$ cat src/rtl/clock_switch_pkg.sv
// Shared definitions for the clock switch sequencer: FSM encoding, source
// select constants and the counter sizing helper.
package clock_switch_pkg;

    typedef enum logic [2:0] {
        ST_IDLE,
        ST_CHECK,
        ST_SWITCH,
        ST_SETTLE,
        ST_DWELL
    } sw_state_e;

    localparam logic SEL_CLK1 = 1'b0;
    localparam logic SEL_CLK2 = 1'b1;

    // One spare bit so a counter can hold max_count itself without wrapping.
    function automatic int unsigned counter_width(input int unsigned max_count);
        return $clog2(max_count) + 1;
    endfunction

endpackage

$ cat src/rtl/heartbeat_monitor.sv
// Heartbeat watchdog for one source: two-flop synchronizer, either-edge
// detector and a saturating timeout counter that raises a registered lost flag.
module heartbeat_monitor #(
    parameter int unsigned HB_TIMEOUT = 256
) (
    input  logic aclk,
    input  logic aresetn,
    input  logic hb_in,
    output logic lost
);
    import clock_switch_pkg::*;

    localparam int unsigned CNT_W = counter_width(HB_TIMEOUT);
    localparam logic [CNT_W-1:0] CNT_MAX = CNT_W'(HB_TIMEOUT);

    logic             sync1_q, sync1_d;
    logic             sync2_q, sync2_d;
    logic             prev_q, prev_d;
    logic [CNT_W-1:0] cnt_q, cnt_d;
    logic             lost_q, lost_d;
    logic             hb_edge;

    // An edge always wins over the increment, so a live source can never
    // be flagged in the same cycle it shows activity.
    always_comb begin
        sync1_d = hb_in;
        sync2_d = sync1_q;
        prev_d  = sync2_q;
        hb_edge = sync2_q ^ prev_q;
        cnt_d   = cnt_q;
        lost_d  = lost_q;
        if (hb_edge) begin
            cnt_d  = '0;
            lost_d = 1'b0;
        end else begin
            if (cnt_q != CNT_MAX) begin
                cnt_d = cnt_q + 1'b1;
            end
            lost_d = (cnt_d == CNT_MAX);
        end
    end

    always_ff @(posedge aclk) begin
        if (!aresetn) begin
            sync1_q <= 1'b0;
            sync2_q <= 1'b0;
            prev_q  <= 1'b0;
            cnt_q   <= '0;
            lost_q  <= 1'b0;
        end else begin
            sync1_q <= sync1_d;
            sync2_q <= sync2_d;
            prev_q  <= prev_d;
            cnt_q   <= cnt_d;
            lost_q  <= lost_d;
        end
    end

    assign lost = lost_q;

endmodule

$ cat src/rtl/clock_switch_sequencer.sv
// Sequencer driving a glitchless clock mux select with settle/dwell timing and
// heartbeat loss detection. Define CLKSW_AUTO_FAILOVER_EN to enable auto-failover.
module clock_switch_sequencer #(
    parameter int unsigned SETTLE_CYCLES = 16,
    parameter int unsigned DWELL_CYCLES  = 64,
    parameter int unsigned HB_TIMEOUT    = 256
) (
    input  logic aclk,
    input  logic aresetn,
    input  logic sw_req,
    input  logic sw_target,
    output logic sw_ready,
    output logic sw_done,
    output logic sw_err,
    output logic selection,
    input  logic hb_in1,
    input  logic hb_in2,
    output logic clk1_lost,
    output logic clk2_lost,
    output logic failover
);
    import clock_switch_pkg::*;

    localparam int unsigned SEQ_MAX = (SETTLE_CYCLES > DWELL_CYCLES) ? SETTLE_CYCLES : DWELL_CYCLES;
    localparam int unsigned CNT_W   = counter_width(SEQ_MAX);
    localparam logic [CNT_W-1:0] SETTLE_LAST = CNT_W'(SETTLE_CYCLES - 1);
    localparam logic [CNT_W-1:0] DWELL_LAST  = CNT_W'(DWELL_CYCLES - 1);

    sw_state_e        state_q, state_d;
    logic [CNT_W-1:0] cnt_q, cnt_d;
    logic             target_q, target_d;
    logic             auto_q, auto_d;
    logic             selection_q, selection_d;
    logic             sw_done_q, sw_done_d;
    logic             sw_err_q, sw_err_d;
    logic             failover_q, failover_d;
    logic             target_lost;
    logic             auto_start;

    heartbeat_monitor #(
        .HB_TIMEOUT(HB_TIMEOUT)
    ) u_hb1 (
        .aclk   (aclk),
        .aresetn(aresetn),
        .hb_in  (hb_in1),
        .lost   (clk1_lost)
    );

    heartbeat_monitor #(
        .HB_TIMEOUT(HB_TIMEOUT)
    ) u_hb2 (
        .aclk   (aclk),
        .aresetn(aresetn),
        .hb_in  (hb_in2),
        .lost   (clk2_lost)
    );

    // Failover fires only when moving away from a dead source to a live one.
    always_comb begin
        auto_start = 1'b0;
`ifdef CLKSW_AUTO_FAILOVER_EN
        auto_start = (selection_q ? clk2_lost : clk1_lost) &&
                     !(selection_q ? clk1_lost : clk2_lost);
`endif
    end

    assign target_lost = (target_q == SEL_CLK2) ? clk2_lost : clk1_lost;

    always_comb begin
        state_d     = state_q;
        cnt_d       = cnt_q;
        target_d    = target_q;
        auto_d      = auto_q;
        selection_d = selection_q;
        sw_done_d   = 1'b0;
        sw_err_d    = 1'b0;
        failover_d  = 1'b0;

        case (state_q)
            ST_IDLE: begin
                if (sw_req) begin
                    target_d = sw_target;
                    auto_d   = 1'b0;
                    if (sw_target == selection_q) begin
                        sw_done_d = 1'b1;
                    end else begin
                        state_d = ST_CHECK;
                    end
                end else if (auto_start) begin
                    target_d = ~selection_q;
                    auto_d   = 1'b1;
                    state_d  = ST_CHECK;
                end
            end
            ST_CHECK: begin
                if (target_lost) begin
                    sw_err_d = ~auto_q;
                    state_d  = ST_IDLE;
                end else begin
                    failover_d = auto_q;
                    state_d    = ST_SWITCH;
                end
            end
            ST_SWITCH: begin
                selection_d = target_q;
                cnt_d       = '0;
                state_d     = ST_SETTLE;
            end
            ST_SETTLE: begin
                if (cnt_q == SETTLE_LAST) begin
                    cnt_d   = '0;
                    state_d = ST_DWELL;
                end else begin
                    cnt_d = cnt_q + 1'b1;
                end
            end
            ST_DWELL: begin
                if (cnt_q == DWELL_LAST) begin
                    cnt_d   = '0;
                    state_d = ST_IDLE;
                end else begin
                    cnt_d = cnt_q + 1'b1;
                end
            end
            default: begin
                state_d = ST_IDLE;
                cnt_d   = '0;
            end
        endcase

        // Registered pulse lines up with the final settle cycle.
        if (state_d == ST_SETTLE && cnt_d == SETTLE_LAST) begin
            sw_done_d = 1'b1;
        end
    end

    always_ff @(posedge aclk) begin
        if (!aresetn) begin
            state_q     <= ST_IDLE;
            cnt_q       <= '0;
            target_q    <= SEL_CLK1;
            auto_q      <= 1'b0;
            selection_q <= SEL_CLK1;
            sw_done_q   <= 1'b0;
            sw_err_q    <= 1'b0;
            failover_q  <= 1'b0;
        end else begin
            state_q     <= state_d;
            cnt_q       <= cnt_d;
            target_q    <= target_d;
            auto_q      <= auto_d;
            selection_q <= selection_d;
            sw_done_q   <= sw_done_d;
            sw_err_q    <= sw_err_d;
            failover_q  <= failover_d;
        end
    end

    assign sw_ready  = (state_q == ST_IDLE);
    assign sw_done   = sw_done_q;
    assign sw_err    = sw_err_q;
    assign selection = selection_q;
    assign failover  = failover_q;

endmodule

$ cat config.mk
export PLATFORM = sky130hd
export DESIGN_NAME = clock_switch_sequencer
export DESIGN_NICKNAME = d
export VERILOG_FILES = /design/src/rtl/clock_switch_pkg.sv /design/src/rtl/heartbeat_monitor.sv /design/src/rtl/clock_switch_sequencer.sv
export SDC_FILE = /design/constraint.sdc
export NUM_CORES = 1
export LEC_CHECK = 0
export ABC_AREA = 0
export ABC_CLOCK_PERIOD_IN_PS = 3400
export BUFFER_PORTS_ARGS = -buffer_cell sky130_fd_sc_hd__clkbuf_2
export CAP_MARGIN = 20
export CORE_ASPECT_RATIO = 1.5
export CORE_MARGIN = 2
export CORE_UTILIZATION = 55
export CTS_BUF_LIST = sky130_fd_sc_hd__clkbuf_8
export CTS_CLUSTER_SIZE = 16
export DETAILED_ROUTE_END_ITERATION = 8
export GPL_ROUTABILITY_DRIVEN = 0
export PLACE_DENSITY_LB_ADDON = 0.1
export SYNTH_ARGS = -nofsm -noshare
export SYNTH_HDL_FRONTEND = slang
export SYNTH_HIERARCHICAL = 1
export SYNTH_SLANG_ARGS = --single-unit
$ cat constraint.sdc
create_clock -name aclk -period 3.4 [get_ports aclk]
set_input_delay 0.34 -clock aclk [delete_from_list [all_inputs] [get_ports aclk]]
set_output_delay 0.34 -clock aclk [all_outputs]
set_load 0.02 [all_outputs]
== Word level (Yosys, flattened, before mapping) ==
Index checks and enable logic that the tools add are counted.

* Flip-flop bits (word level): 40
* Bits of input ports: 6
* Output and inout bits: 7
* Logic and storage cells: 60

* Add/subtract/negate cells: 3
* Eq/ne operators: 13
* Multiplexer cells: 18
* Bitwise operators: 3
* Reductions and logical operators: 7

{| class="wikitable"
|+ Operators with widths
! kind !! number
|-
| 2-to-1 mux 9 bit || 4
|-
| one-hot mux 7 bit (3 select lines) || 1
|-
| adder 9 x 1 -> 9 bit, second input constant || 2
|-
| == test 9 bit, second input constant || 2
|-
| != test 9 bit, second input constant || 2
|-
| one-hot mux 3 bit (5 select lines) || 1
|-
| == test 7 x 4 -> 1 bit, second input constant || 2
|-
| 2-to-1 mux 7 bit || 2
|-
| 2-to-1 mux 3 bit || 4
|-
| == test 3 x 2 -> 1 bit, second input constant || 3
|-
| adder 7 x 1 -> 7 bit, second input constant || 1
|-
| == test 7 x 6 -> 1 bit, second input constant || 1
|-
| OR reduction 2 bit || 3
|-
| 2-to-1 mux 1 bit || 5
|-
| == test 3 x 1 -> 1 bit, second input constant || 1
|-
| == test 3 bit, second input constant || 1
|-
| zero test 3 bit || 1
|-
| AND reduction 3 bit || 1
|-
| 2-to-1 mux 2 bit || 1
|-
| AND reduction 2 bit || 1
|-
| bitwise XOR 1 bit || 2
|-
| == test 1 bit || 1
|-
| logical AND 1 bit || 1
|-
| inverter 1 bit || 1
|}

== Logic depth before layout (Yosys ltp) ==
* Depth in word-level cells: 7
* Mapped depth: 6
* Depth with buffers taken out: 6

== Modules after synthesis ==
The synthesis kept the hierarchy.

{| class="wikitable"
|+ By module, submodules not included
! module !! times used !! cells each !! area each (µm²) !! sequential area each (µm²)
|-
| heartbeat_monitor || 2 || 74 || 674.4 || 260.2
|-
| clock_switch_sequencer || 1 || 98 || 817.0 || 280.3
|}

== Least setup slack after synthesis ==
No wires, ideal clock.

* Path type: reg-to-reg
* Start point: register u_hb1.cnt_q[0]
* End point: register u_hb1.lost_q (netlist: u_hb1/lost)
* Setup time: 60 ps
* Arrival time: 1591 ps
* Data required time: 3340 ps
* Slack: 1749 ps
* Cell stages (with the launch flop): 6
* Buffers on the path: 0
* Period minus slack after synthesis: 1651 ps
* Cells stage by stage: dfxtp_1 -> ha_1 -> nand3_2 -> or3_4 -> a221oi_2 -> o2111a_1

* Longest elaborated chain between the ends: 4
* Elaborated cells on any way between the ends: 5
* Classes of those cells: add/sub: 1; eq/ne: 2; mux: 2

{| class="wikitable"
|+ Ends and longest elaborated chain
! item !! RTL line !! RTL
|-
| start: declaration || heartbeat_monitor.sv:19 || <nowiki>logic [CNT_W-1:0] cnt_q, cnt_d;</nowiki>
|-
| start signal: assignment || heartbeat_monitor.sv:54 || <nowiki>cnt_q <= cnt_d;</nowiki>
|-
| adder 9 x 1 -> 9 bit or != test 9 bit (tied branches) || heartbeat_monitor.sv:37, heartbeat_monitor.sv:36 ||
|-
| 2-to-1 mux 9 bit (*) || heartbeat_monitor.sv:36 || <nowiki>if (cnt_q != CNT_MAX) begin</nowiki>
|-
| 2-to-1 mux 9 bit (*) || heartbeat_monitor.sv:32 || <nowiki>if (hb_edge) begin</nowiki>
|-
| == test 9 bit (*) || heartbeat_monitor.sv:39 || <nowiki>lost_d = (cnt_d == CNT_MAX);</nowiki>
|-
| end signal: assignment || heartbeat_monitor.sv:55 || <nowiki>lost_q <= lost_d;</nowiki>
|-
| end: declaration || heartbeat_monitor.sv:20 || <nowiki>logic lost_q, lost_d;</nowiki>
|}

Every way passes the cells marked *; elsewhere a longest branch is shown, timed or not. The select of a mux whose other input is x is not followed.
A chain may end at the register's enable or synchronous reset.

== Final worst setup path ==
Same ends and word-level chain as after synthesis.

==> flow_summary.json <==
{
  "wl_per_cell_um": 14.15,
  "cts_resized": 0,
  "drt_wl_total_um": 4232,
  "yosysMostFrequentCell": "dfxtp_1",
  "criticalPathCategory": "reg2reg",
  "ys_top_cells_by_count": "dfxtp_1 (40), nor2_1 (24), nand2_1 (17), o21ai_0 (17), a21oi_1 (13)",
  "fin_crit_sh_pct": 54.17,
  "antenna_left": 0,
  "grt_pass1_vias": 1608,
  "crit_buf_inv": 0,
  "yosysUniqueCellTypes": 55,
  "hpwl_um": 3019,
  "hold_ws_ps": 251.1,
  "clockBufferDepth": 2,
  "vias_per_cell": 5.876,
  "root_buffer": "clkbuf_8",
  "cp-start-kind": "register",
  "holdBufCountCts": 0,
  "coreArea_mm2": 0.003716,
  "fp.dieW_um": 55.24,
  "synth_fp_nets": 257,
  "yosysSeqAreaShare_pct": 36.97,
  "synth_area_mm2": 0.002166,
  "htreeDepth": 2,
  "insertion_delay_ps": 290,
  "initial_core_util_pct": 58.28,
  "crit_slowest_cell": "dfxtp_1",
  "p_per_area_mw_per_mm2": 419.0,
  "rsz0062_at_grt": "no",
  "post_dp_cell_area_mm2": 0.002222,
  "cpPeakStageDelay_ps": 460,
  "cts_setup_buffers": 0,
  "setup_tns_ps": 0,
  "min_period_ps": 1842,
  "syn_to_final_growth_pct": 7.741,
  "drv_cap": 0,
  "fmax_mhz": 543.0,
  "clk_pin_slew_worst_paths_ps": 80,
  "io_buffers": 11,
  "grtUsageTotal_pct": 19.83,
  "synth_top_area_share_pct": 36.97,
  "tritoncts": "yes",
  "path_cells": "ha_1 > nand3_2 > or3_4 > a221oi_2 > o2111a_1",
  "cp-end-kind": "register",
  "path_delay_family": "simple AND/OR/NAND/NOR gates",
  "critPathArrivalTime_ps": 2070,
  "crit_fanout": 8,
  "cts_made_buffers": 5,
  "drc": 0,
  "ys_ff_latch": 40,
  "netlist_instances": 246,
  "grt_overflow": 0,
  "grt_max_degree": 19,
  "final_layout_size_suffix_gt1_share_pct": 17.58,
  "hold_class": "in2reg",
  "fp-row-count": 27,
  "syn_area_per_cell_um2": 8.804,
  "final_cell_area_mm2": 0.002333,
  "grt_pass1_wl_um": 7120,
  "numClockSinks": 40,
  "worstPathRequired_ps": 3630,
  "n_antenna_cell": 0,
  "nets": 266,
  "grt_antenna_before_repair": 0,
  "drv_slew": 0,
  "synth_area_leader_cell": "dfxtp_1",
  "leakage_nw": 0.8443,
  "drtIter0Drc": 59,
  "dieArea_mm2": 0.004466,
  "synth-main-ff-cell": "dfxtp_1",
  "filler_cell_count": 351,
  "num_vias": 1757,
  "finalSetupViolCount": 0,
  "die_h_um": 80.86,
  "async_flop_share_pct": 0,
  "skew_ps": 5.856,
  "synth_edf_count": 0,
  "ys_warn_count": 6,
  "first_pass_iters": 4,
  "yosys-top-cells-area": "dfxtp_1 (37%), nor2_1 (4.2%), o21ai_0 (3.9%), xnor2_1 (3.6%), a21oi_1 (3.0%)",
  "io_pins": 13,
  "hold_violations": 0,
  "outcome": "completed",
  "vdd_drop_max_v": 0.0003766
}
==> layout make-up <==
| cell class | count | area (um2) | area share, % |
|---|---|---|---|
| Multi-Input combinational cell | 188 | 1279 | 54.80 |
| Sequential cell | 40 | 800.8 | 34.32 |
| Clock buffer | 5 | 68.82 | 2.949 |
| Timing Repair Buffer | 11 | 55.05 | 2.359 |
| Tap cell | 43 | 53.80 | 2.306 |
| Clock inverter | 3 | 42.54 | 1.823 |
| Inverter | 9 | 33.78 | 1.448 |
==> cell families (layout without fill, tap and decap cells) <==
kind of cell | after synthesis | after routing | synth area share, %
flops | 40 | 40 | 36.97
fa+ha+maj | 5 | 5 | 2.889
xor+xnor | 13 | 13 | 5.257
other cells | 1 | 1 | 0.1731
simple gates | 106 | 106 | 28.08
mux | 6 | 6 | 2.773
compound gates | 57 | 57 | 19.87
buf+inv | 18 | 28 | 3.986
==> registers in the layout, indices dropped and copies added (netlist names) <==
signal         count
u_hb1/prev_q       1
u_hb1/prev_d       1
u_hb2/prev_q       1
u_hb1/cnt_q        9
cnt_q              7
sw_err             1
u_hb1/lost         1
u_hb1/sync1_q      1
state_q            3
u_hb2/prev_d       1
u_hb2/cnt_q        9
sw_done            1
u_hb2/sync1_q      1
u_hb2/lost         1
target_q           1
selection          1
==> through the flow <==
step	worst slack, ps	power (W)	utilization (%)	std cells
2_1_floorplan	1749	0.0005826	-	246
3_3_place_gp	1659	0.0006027	59.80	291
3_5_place_dp	1626	0.0006033	59.80	291
4_1_cts	1579	0.0009924	62.79	299
5_1_grt	1434	0.001020	62.79	299
6_report	1558	0.0009777	62.79	299
==> worst paths after layout <==
kind | start | to | slack (ps) | cells after the start
max | u_hb1/cnt_q[0]$_SDFF_PP0_ | u_hb1/lost$_SDFF_PP0_ | 1560 | 5
min | hb_in1 | u_hb1/sync1_q$_SDFF_PN0_ | 250 | 2
max reg2reg | u_hb1/cnt_q[0]$_SDFF_PP0_ | u_hb1/lost$_SDFF_PP0_ | 1560 | 5
min reg2reg | u_hb2/sync1_q$_SDFF_PN0_ | u_hb2/prev_d$_SDFF_PN0_ | 440 | 1
==> metal layers <==
| layer | track usage, % | routed length (um) | vias up |
|---|---|---|---|
| li1 | - | - | 891 |
| met1 | 22.80 | 1920 | 820 |
| met2 | 33.33 | 2031 | 34 |
| met3 | 4.299 | 139 | 12 |
| met4 | 12.68 | 140 | 0 |
| met5 | 0 | 0 | - |
==> power breakdown <==
| part | switching, W | internal (W) | total, W |
|---|---|---|---|
| registers | 0.0000192 | 0.000481 | 0.000500 |
| clock network | 0.000168 | 0.000217 | 0.000386 |
| logic | 0.0000498 | 0.0000420 | 0.0000918 |
| total | 0.000237 | 0.000740 | 0.000978 |
==> cells in the final DEF, fill, tap and decap left out, types with 7 or more instances in the layout <==
master	count
a21oi_1	13
and2_1	9
clkbuf_2	11
dfxtp_1	40
inv_1	9
nand2_1	17
nand3_1	7
nor2_1	24
o21ai_0	17
xnor2_1	9
No activity file was read; power rests on OpenSTA's default activity.
